===== config.mk =====
export PLATFORM = sky130hd
export DESIGN_NAME = bot_permute_collector_flat
export DESIGN_NICKNAME = d
export VERILOG_FILES = /design/src/rtl/bot_permute_collector_pkg.sv /design/src/rtl/bot_permute_collector_if.sv /design/src/rtl/bot_permute_collector_output_fifo.sv /design/src/rtl/bot_permute_collector.sv /design/src/flat_wrapper.sv
export SDC_FILE = /design/constraint.sdc
export NUM_CORES = 1
export LEC_CHECK = 0
export CAP_MARGIN = 20
export CORE_MARGIN = 3
export CORE_UTILIZATION = 55
export CTS_CLUSTER_DIAMETER = 30
export DETAILED_ROUTE_END_ITERATION = 10
export HOLD_SLACK_MARGIN = 0.02
export PLACE_DENSITY = 0.79
export SYNTH_ARGS = -nofsm -noshare
export SYNTH_HDL_FRONTEND = slang
export SYNTH_SLANG_ARGS = --single-unit
export TNS_END_PERCENT = 30

===== constraint.sdc =====
create_clock -name clk -period 7.6 [get_ports clk]
set_input_delay 0.76 -clock clk [delete_from_list [all_inputs] [get_ports clk]]
set_output_delay 0.76 -clock clk [all_outputs]
set_load 0.05 [all_outputs]

===== src/rtl/bot_permute_collector_pkg.sv =====
// Shared definitions for the bottom-permutation stream: permutation index encoding and
// seen-mask bit order, common to the bottom permuter and its collector.
package bot_permute_collector_pkg;

    localparam int unsigned EXTRA_DATA_WIDTH_DEFAULT = 12;
    localparam int unsigned RESULT_WIDTH_DEFAULT     = 32;
    localparam int unsigned PERM_COUNT               = 6;
    localparam int unsigned PERM_IDX_WIDTH           = 3;

    typedef logic [PERM_IDX_WIDTH-1:0] permIdx_t;
    // Seen-mask bit k corresponds to permutation index k.
    typedef logic [PERM_COUNT-1:0]     permMask_t;

    localparam permIdx_t PERM_ABC  = 3'd5;
    localparam permIdx_t PERM_ACB  = 3'd4;
    localparam permIdx_t PERM_BAC  = 3'd3;
    localparam permIdx_t PERM_BCA  = 3'd2;
    localparam permIdx_t PERM_CAB  = 3'd1;
    localparam permIdx_t PERM_CBA  = 3'd0;
    localparam permIdx_t PERM_NONE = 3'd7;

    function automatic logic permIsValid(input permIdx_t idx);
        return idx < permIdx_t'(PERM_COUNT);
    endfunction

    // Indices 6 and 7 map to an empty mask.
    function automatic permMask_t permOneHot(input permIdx_t idx);
        permMask_t mask;
        mask = '0;
        if (permIsValid(idx)) begin
            mask = permMask_t'(1) << idx;
        end
        return mask;
    endfunction

endpackage


===== src/rtl/bot_permute_collector_if.sv =====
// Tagged-result input stream and completed-burst output handshake of the collector.
interface bot_permute_collector_if #(
    parameter int unsigned EXTRA_DATA_WIDTH = 12,
    parameter int unsigned RESULT_WIDTH     = 32
);
    localparam int unsigned SUM_WIDTH = RESULT_WIDTH + 3;

    logic                        resultValid;
    logic [RESULT_WIDTH-1:0]     resultIn;
    logic [2:0]                  selectedPermutation;
    logic [EXTRA_DATA_WIDTH-1:0] extraDataIn;
    logic                        lastIn;

    logic                        outValid;
    logic                        outReady;
    logic [SUM_WIDTH-1:0]        outSum;
    logic [5:0]                  outSeenMask;
    logic [EXTRA_DATA_WIDTH-1:0] outExtraData;
    logic                        outError;
    logic                        full;
    logic                        overflow;

    modport master (
        output resultValid, resultIn, selectedPermutation, extraDataIn, lastIn, outReady,
        input  outValid, outSum, outSeenMask, outExtraData, outError, full, overflow
    );

    modport slave (
        input  resultValid, resultIn, selectedPermutation, extraDataIn, lastIn, outReady,
        output outValid, outSum, outSeenMask, outExtraData, outError, full, overflow
    );

endinterface


===== src/rtl/bot_permute_collector_output_fifo.sv =====
// Two-entry record buffer for completed bursts; a pop in the same cycle frees a slot for a push.
module collector_output_fifo #(
    parameter int unsigned Width = 8
) (
    input  logic             clk,
    input  logic             rst,
    input  logic             push,
    input  logic [Width-1:0] pushData,
    input  logic             pop,
    output logic [Width-1:0] popData,
    output logic             empty,
    output logic             full
);

    logic [Width-1:0] memQ [2];
    logic             wrPtrQ;
    logic             rdPtrQ;
    logic [1:0]       countQ;
    logic             popEff;
    logic             pushEff;

    always_comb begin
        popEff  = pop & (countQ != 2'd0);
        pushEff = push & ((countQ != 2'd2) | popEff);
    end

    always_ff @(posedge clk) begin
        if (rst) begin
            wrPtrQ <= 1'b0;
            rdPtrQ <= 1'b0;
            countQ <= 2'd0;
        end else begin
            if (pushEff) begin
                memQ[wrPtrQ] <= pushData;
                wrPtrQ       <= ~wrPtrQ;
            end
            if (popEff) begin
                rdPtrQ <= ~rdPtrQ;
            end
            countQ <= countQ + 2'(pushEff) - 2'(popEff);
        end
    end

    assign popData = memQ[rdPtrQ];
    assign empty   = (countQ == 2'd0);
    assign full    = (countQ == 2'd2);

endmodule


===== src/rtl/bot_permute_collector.sv =====
// Collects tagged per-permutation results into one record per burst and buffers completed
// records for downstream.
module bot_permute_collector
    import bot_permute_collector_pkg::*;
#(
    parameter int unsigned EXTRA_DATA_WIDTH = EXTRA_DATA_WIDTH_DEFAULT,
    parameter int unsigned RESULT_WIDTH     = RESULT_WIDTH_DEFAULT
) (
    input logic                    clk,
    input logic                    rst,
    bot_permute_collector_if.slave bus
);

    localparam int unsigned SUM_WIDTH    = RESULT_WIDTH + 3;
    localparam int unsigned RECORD_WIDTH = SUM_WIDTH + PERM_COUNT + EXTRA_DATA_WIDTH + 1;

    // Reset is retimed through two flops so it can be placed freely.
    logic [1:0] rstPipe;
    logic       rstInt;

    always_ff @(posedge clk) begin
        rstPipe <= {rstPipe[0], rst};
    end

    assign rstInt = rstPipe[1];

    logic [SUM_WIDTH-1:0]        sumQ, sumD;
    permMask_t                   maskQ, maskD;
    logic [EXTRA_DATA_WIDTH-1:0] tagQ, tagD;
    logic                        errorQ, errorD;
    logic                        inBurstQ;
    logic                        overflowQ;

    permMask_t                   hit;
    logic                        badIdx;
    logic                        take;
    logic                        push;
    logic                        pop;
    logic [RECORD_WIDTH-1:0]     pushData;
    logic [RECORD_WIDTH-1:0]     headData;
    logic                        fifoEmpty;
    logic                        fifoFull;

    always_comb begin
        hit    = permOneHot(bus.selectedPermutation);
        badIdx = ~permIsValid(bus.selectedPermutation);
        take   = bus.resultValid & ~rstInt;

        if (inBurstQ) begin
            sumD   = sumQ + SUM_WIDTH'(bus.resultIn);
            maskD  = maskQ | hit;
            tagD   = tagQ;
            errorD = errorQ | (|(maskQ & hit)) | (bus.extraDataIn != tagQ) | badIdx;
        end else begin
            sumD   = SUM_WIDTH'(bus.resultIn);
            maskD  = hit;
            tagD   = bus.extraDataIn;
            errorD = badIdx;
        end

        // The completing cycle's contribution goes straight into the pushed record.
        push     = take & bus.lastIn;
        pushData = {sumD, maskD, tagD, errorD};
        pop      = ~fifoEmpty & bus.outReady;
    end

    always_ff @(posedge clk) begin
        if (rstInt) begin
            sumQ      <= '0;
            maskQ     <= '0;
            tagQ      <= '0;
            errorQ    <= 1'b0;
            inBurstQ  <= 1'b0;
            overflowQ <= 1'b0;
        end else begin
            if (take) begin
                sumQ     <= sumD;
                maskQ    <= maskD;
                tagQ     <= tagD;
                errorQ   <= errorD;
                inBurstQ <= ~bus.lastIn;
            end
            if (push & fifoFull & ~pop) begin
                overflowQ <= 1'b1;
            end
        end
    end

    collector_output_fifo #(
        .Width(RECORD_WIDTH)
    ) u_fifo (
        .clk     (clk),
        .rst     (rstInt),
        .push    (push),
        .pushData(pushData),
        .pop     (pop),
        .popData (headData),
        .empty   (fifoEmpty),
        .full    (fifoFull)
    );

    assign bus.outValid = ~fifoEmpty;
    assign bus.full     = fifoFull;
    assign bus.overflow = overflowQ;
    assign {bus.outSum, bus.outSeenMask, bus.outExtraData, bus.outError} = headData;

endmodule


===== src/flat_wrapper.sv =====
// flat-port wrapper written by rule: the top's interface ports become plain ports
module bot_permute_collector_flat import bot_permute_collector_pkg::*;
#(
    parameter int unsigned EXTRA_DATA_WIDTH = EXTRA_DATA_WIDTH_DEFAULT,
    parameter int unsigned RESULT_WIDTH     = RESULT_WIDTH_DEFAULT
)
  (clk, rst, bus_resultValid, bus_resultIn, bus_selectedPermutation, bus_extraDataIn, bus_lastIn, bus_outReady, bus_outValid, bus_outSum, bus_outSeenMask, bus_outExtraData, bus_outError, bus_full, bus_overflow);
  bot_permute_collector_if #(.EXTRA_DATA_WIDTH(EXTRA_DATA_WIDTH), .RESULT_WIDTH(RESULT_WIDTH)) bus_i ();
  input logic clk;
  input logic rst;
  input wire logic [$bits(bus_i.resultValid)-1:0] bus_resultValid;
  input wire logic [$bits(bus_i.resultIn)-1:0] bus_resultIn;
  input wire logic [$bits(bus_i.selectedPermutation)-1:0] bus_selectedPermutation;
  input wire logic [$bits(bus_i.extraDataIn)-1:0] bus_extraDataIn;
  input wire logic [$bits(bus_i.lastIn)-1:0] bus_lastIn;
  input wire logic [$bits(bus_i.outReady)-1:0] bus_outReady;
  output wire logic [$bits(bus_i.outValid)-1:0] bus_outValid;
  output wire logic [$bits(bus_i.outSum)-1:0] bus_outSum;
  output wire logic [$bits(bus_i.outSeenMask)-1:0] bus_outSeenMask;
  output wire logic [$bits(bus_i.outExtraData)-1:0] bus_outExtraData;
  output wire logic [$bits(bus_i.outError)-1:0] bus_outError;
  output wire logic [$bits(bus_i.full)-1:0] bus_full;
  output wire logic [$bits(bus_i.overflow)-1:0] bus_overflow;
  assign bus_i.resultValid = bus_resultValid;
  assign bus_i.resultIn = bus_resultIn;
  assign bus_i.selectedPermutation = bus_selectedPermutation;
  assign bus_i.extraDataIn = bus_extraDataIn;
  assign bus_i.lastIn = bus_lastIn;
  assign bus_i.outReady = bus_outReady;
  assign bus_outValid = bus_i.outValid;
  assign bus_outSum = bus_i.outSum;
  assign bus_outSeenMask = bus_i.outSeenMask;
  assign bus_outExtraData = bus_i.outExtraData;
  assign bus_outError = bus_i.outError;
  assign bus_full = bus_i.full;
  assign bus_overflow = bus_i.overflow;
  bot_permute_collector #(.EXTRA_DATA_WIDTH(EXTRA_DATA_WIDTH), .RESULT_WIDTH(RESULT_WIDTH)) u_core (.clk(clk), .rst(rst), .bus(bus_i));
endmodule

==> impl_metrics.ini <==
[outcome]
outcome = finished clean

[grt]
grt_max_degree = 60
grt_pass1_vias = 6671
track_usage_pct = 23.1
grt_pass1_wl_um = 33100
grt_overflow = 0
antenna_found_initial = 0

[clock_tree]
clk_latency_ps = 430
cts_hold_buf = 0
clk_pin_slew_ps = 60
cts_setup_buffers = 0
cts.sinks = 171
root_buffer = clkbuf_16
ctsResizeCount = 0
cts_inserted_buffers = 17
clk_path_buf_depth = 2
htree_levels = 4
cts_tree = yes

[power_and_ir_drop]
powerDensity_nw_per_um2 = 273
p_leak_nw = 4.00
peakVddDrop_v = 0.000165

[synthesis]
synth_warnings = 0
synth_edf_count = 108
synth.area.top_cells = edfxtp_1 (36%), dfxtp_1 (14%), mux2_2 (12%)
synth_common_cells = edfxtp_1 (108), mux2_2 (93), nor2_1 (92)
synth_seq_area_share_pct = 50.4
synthArstFlopShare_pct = 0
synth_area_leader_cell = edfxtp_1
synth.net_count = 888
syn_area_per_cell_um2 = 11.1
syn_area_um2 = 8930
yosysMostFrequentCell = edfxtp_1
synthCells = 802
dominantRegCellSynth = edfxtp_1
synth-seq-cells = 171
synth_top_area_share_pct = 36.3
ys_types = 69

[die]
num_rows = 45
die_height_um = 133
die_w_um = 133
core-area_um2 = 15500
start_util_pct = 57.5
pin_count = 109
dieArea_um2 = 17800

[critical_path]
arrival_ps = 2810
start_kind = register
crit_type = reg2out
path_max_fanout = 31
r2r_setup_slack_ps = 4580
cp-end-kind = output port
crit_required_ps = 6840

[timing]
drv_slew = 0
slew_headroom_pct = 53.5
fin_tns_setup_ps = 0
finalHoldViolCount = 0
layout_min_cycle_time_ps = 3570
final-setup-viol-count = 0
fin_skew_ps = 6.73
tightest_slew_ps = 698
finalCritPeriodShare_pct = 47.0
timing.hold.ws_ps = 330
grt_setup_unrepaired = false
fmax_mhz = 280

[detailed_routing]
ant_nets = 0
route.detailed.drc = 0
vias = 6557
wirelength_um = 20200
vias_per_cell = 5.87
drtIter0Drc = 586
first_pass_iters = 5
avgRoutedWirePerCell_um = 18.1

[hold_path]
hold_path_class = reg2reg

[place]
dp.final_hpwl_um = 13800
place.gp.congestion = 0.939
port-buffer-count = 108

[job]
cap_viol_max_count = 0

[cells_and_area]
synthToLayoutAreaGrowth_pct = 19.4
multi_input_area_um2 = 4170
nets = 979
seq_area_um2 = 4510
n_antenna_cell = 0
drive_gt1_share_pct = 17.2
fill_cells = 1182
[final timing paths]
check,from,endpoint,depth (start not counted)
max,register,bus_outExtraData[11],3
min,u_core.rstPipe[0]$_DFF_P_,u_core.rstPipe[1]$_DFF_P_,0
max reg2reg,u_core.sumQ[0]$_SDFFE_PP0P_,u_core.u_fifo.memQ[1][53]$_DFFE_PP_,11
min reg2reg,u_core.rstPipe[0]$_DFF_P_,u_core.rstPipe[1]$_DFF_P_,0
[cell families (layout without fill, tap and decap cells)]
kind of cell               after synthesis  after routing  share of synthesized area (%)
muxes                                  107            107                           13.3
and+or+nand+nor                        231            231                           11.8
buffers and inverters                   56            160                           2.96
xor gates and xnor gates                47             47                           4.61
AOI/OAI and AO/OA                      156            156                           12.1
adders and majority gates               34             34                           4.85
DFF                                    171            171                           50.4
[metal layers]
metal / global-route usage, % / up-vias / wire length (um)
met5: 0 / - / 0
met4: 7.54 / 0 / 327
met3: 3.74 / 33 / 1250
met2: 40.0 / 235 / 10000
met1: 29.8 / 3158 / 8600
li1: - / 3131 / -
[cell type report]
class / instances / share of cell area [%]
flip-flops and latches: 171 / 42.3
multi-input cells: 575 / 39.1
repair buffers: 116 / 10.6
clock buffers: 18 / 4.02
well taps: 211 / 2.47
clock inverters: 14 / 1.08
inverters: 12 / 0.422
[cells in the final DEF (no fill, tap or decap), types with 4 or more instances in the layout]
cell type	Yosys	final
edfxtp_1	108	108
clkdlybuf4s50_1	0	107
mux2_2	93	93
nor2_1	92	92
dfxtp_1	63	60
nand2_1	59	59
a21oi_1	44	44
ha_1	33	33
xnor2_1	29	29
nor3_1	20	20
o21ai_0	19	19
xor2_1	18	18
clkbuf_16	0	17
mux2i_1	14	14
a21o_1	13	13
nand4_1	13	13
inv_1	10	10
a31oi_1	10	10
o21a_1	10	10
nand2b_1	9	9
nor2b_1	8	8
buf_4	2	8
o211ai_1	7	7
nand3_1	7	7
o211a_1	6	6
clkinv_4	0	6
o21bai_1	5	5
a311oi_1	5	5
a22o_1	4	4
[metrics by stage]
stage	power (mW)	utilization, %	setup WS, ps	cell area [um^2]	instances
floorplan	1.84	-	868	8930	802
global placement	2.10	65.2	3800	10100	1085
detailed placement	2.12	65.2	3730	10100	1085
CTS	2.92	68.7	3990	10700	1117
global route	3.02	68.7	3900	10700	1117
finish	2.91	68.7	4030	10700	1117
[state kept, by name, indices dropped and copies added, names as in the netlist, named ones only]
signal                cells
u_core.maskQ              6
u_core.tagQ              12
u_core.u_fifo.rdPtrQ      1
u_core.rstPipe            2
u_core.u_fifo.memQ      108
u_core.u_fifo.countQ      2
u_core.u_fifo.wrPtrQ      1
u_core.bus.overflow       1
u_core.sumQ              35
u_core.inBurstQ           1
u_core.errorQ             1
[critical path, cell delays in order, from the launching register on]
cell and delay [ps]:
dfxtp_2 760, buf_4 510, mux2_2 410, clkdlybuf4s50_1 700
[power breakdown]
group | leakage, nW | total (mW) | switching (mW) | internal, mW
clock | 0.268 | 0.804 | 0.379 | 0.425
sequential | 1.51 | 1.10 | 0.0539 | 1.05
combinational | 2.22 | 1.00 | 0.603 | 0.399
Note: power is estimated with default switching activity, not from simulation.
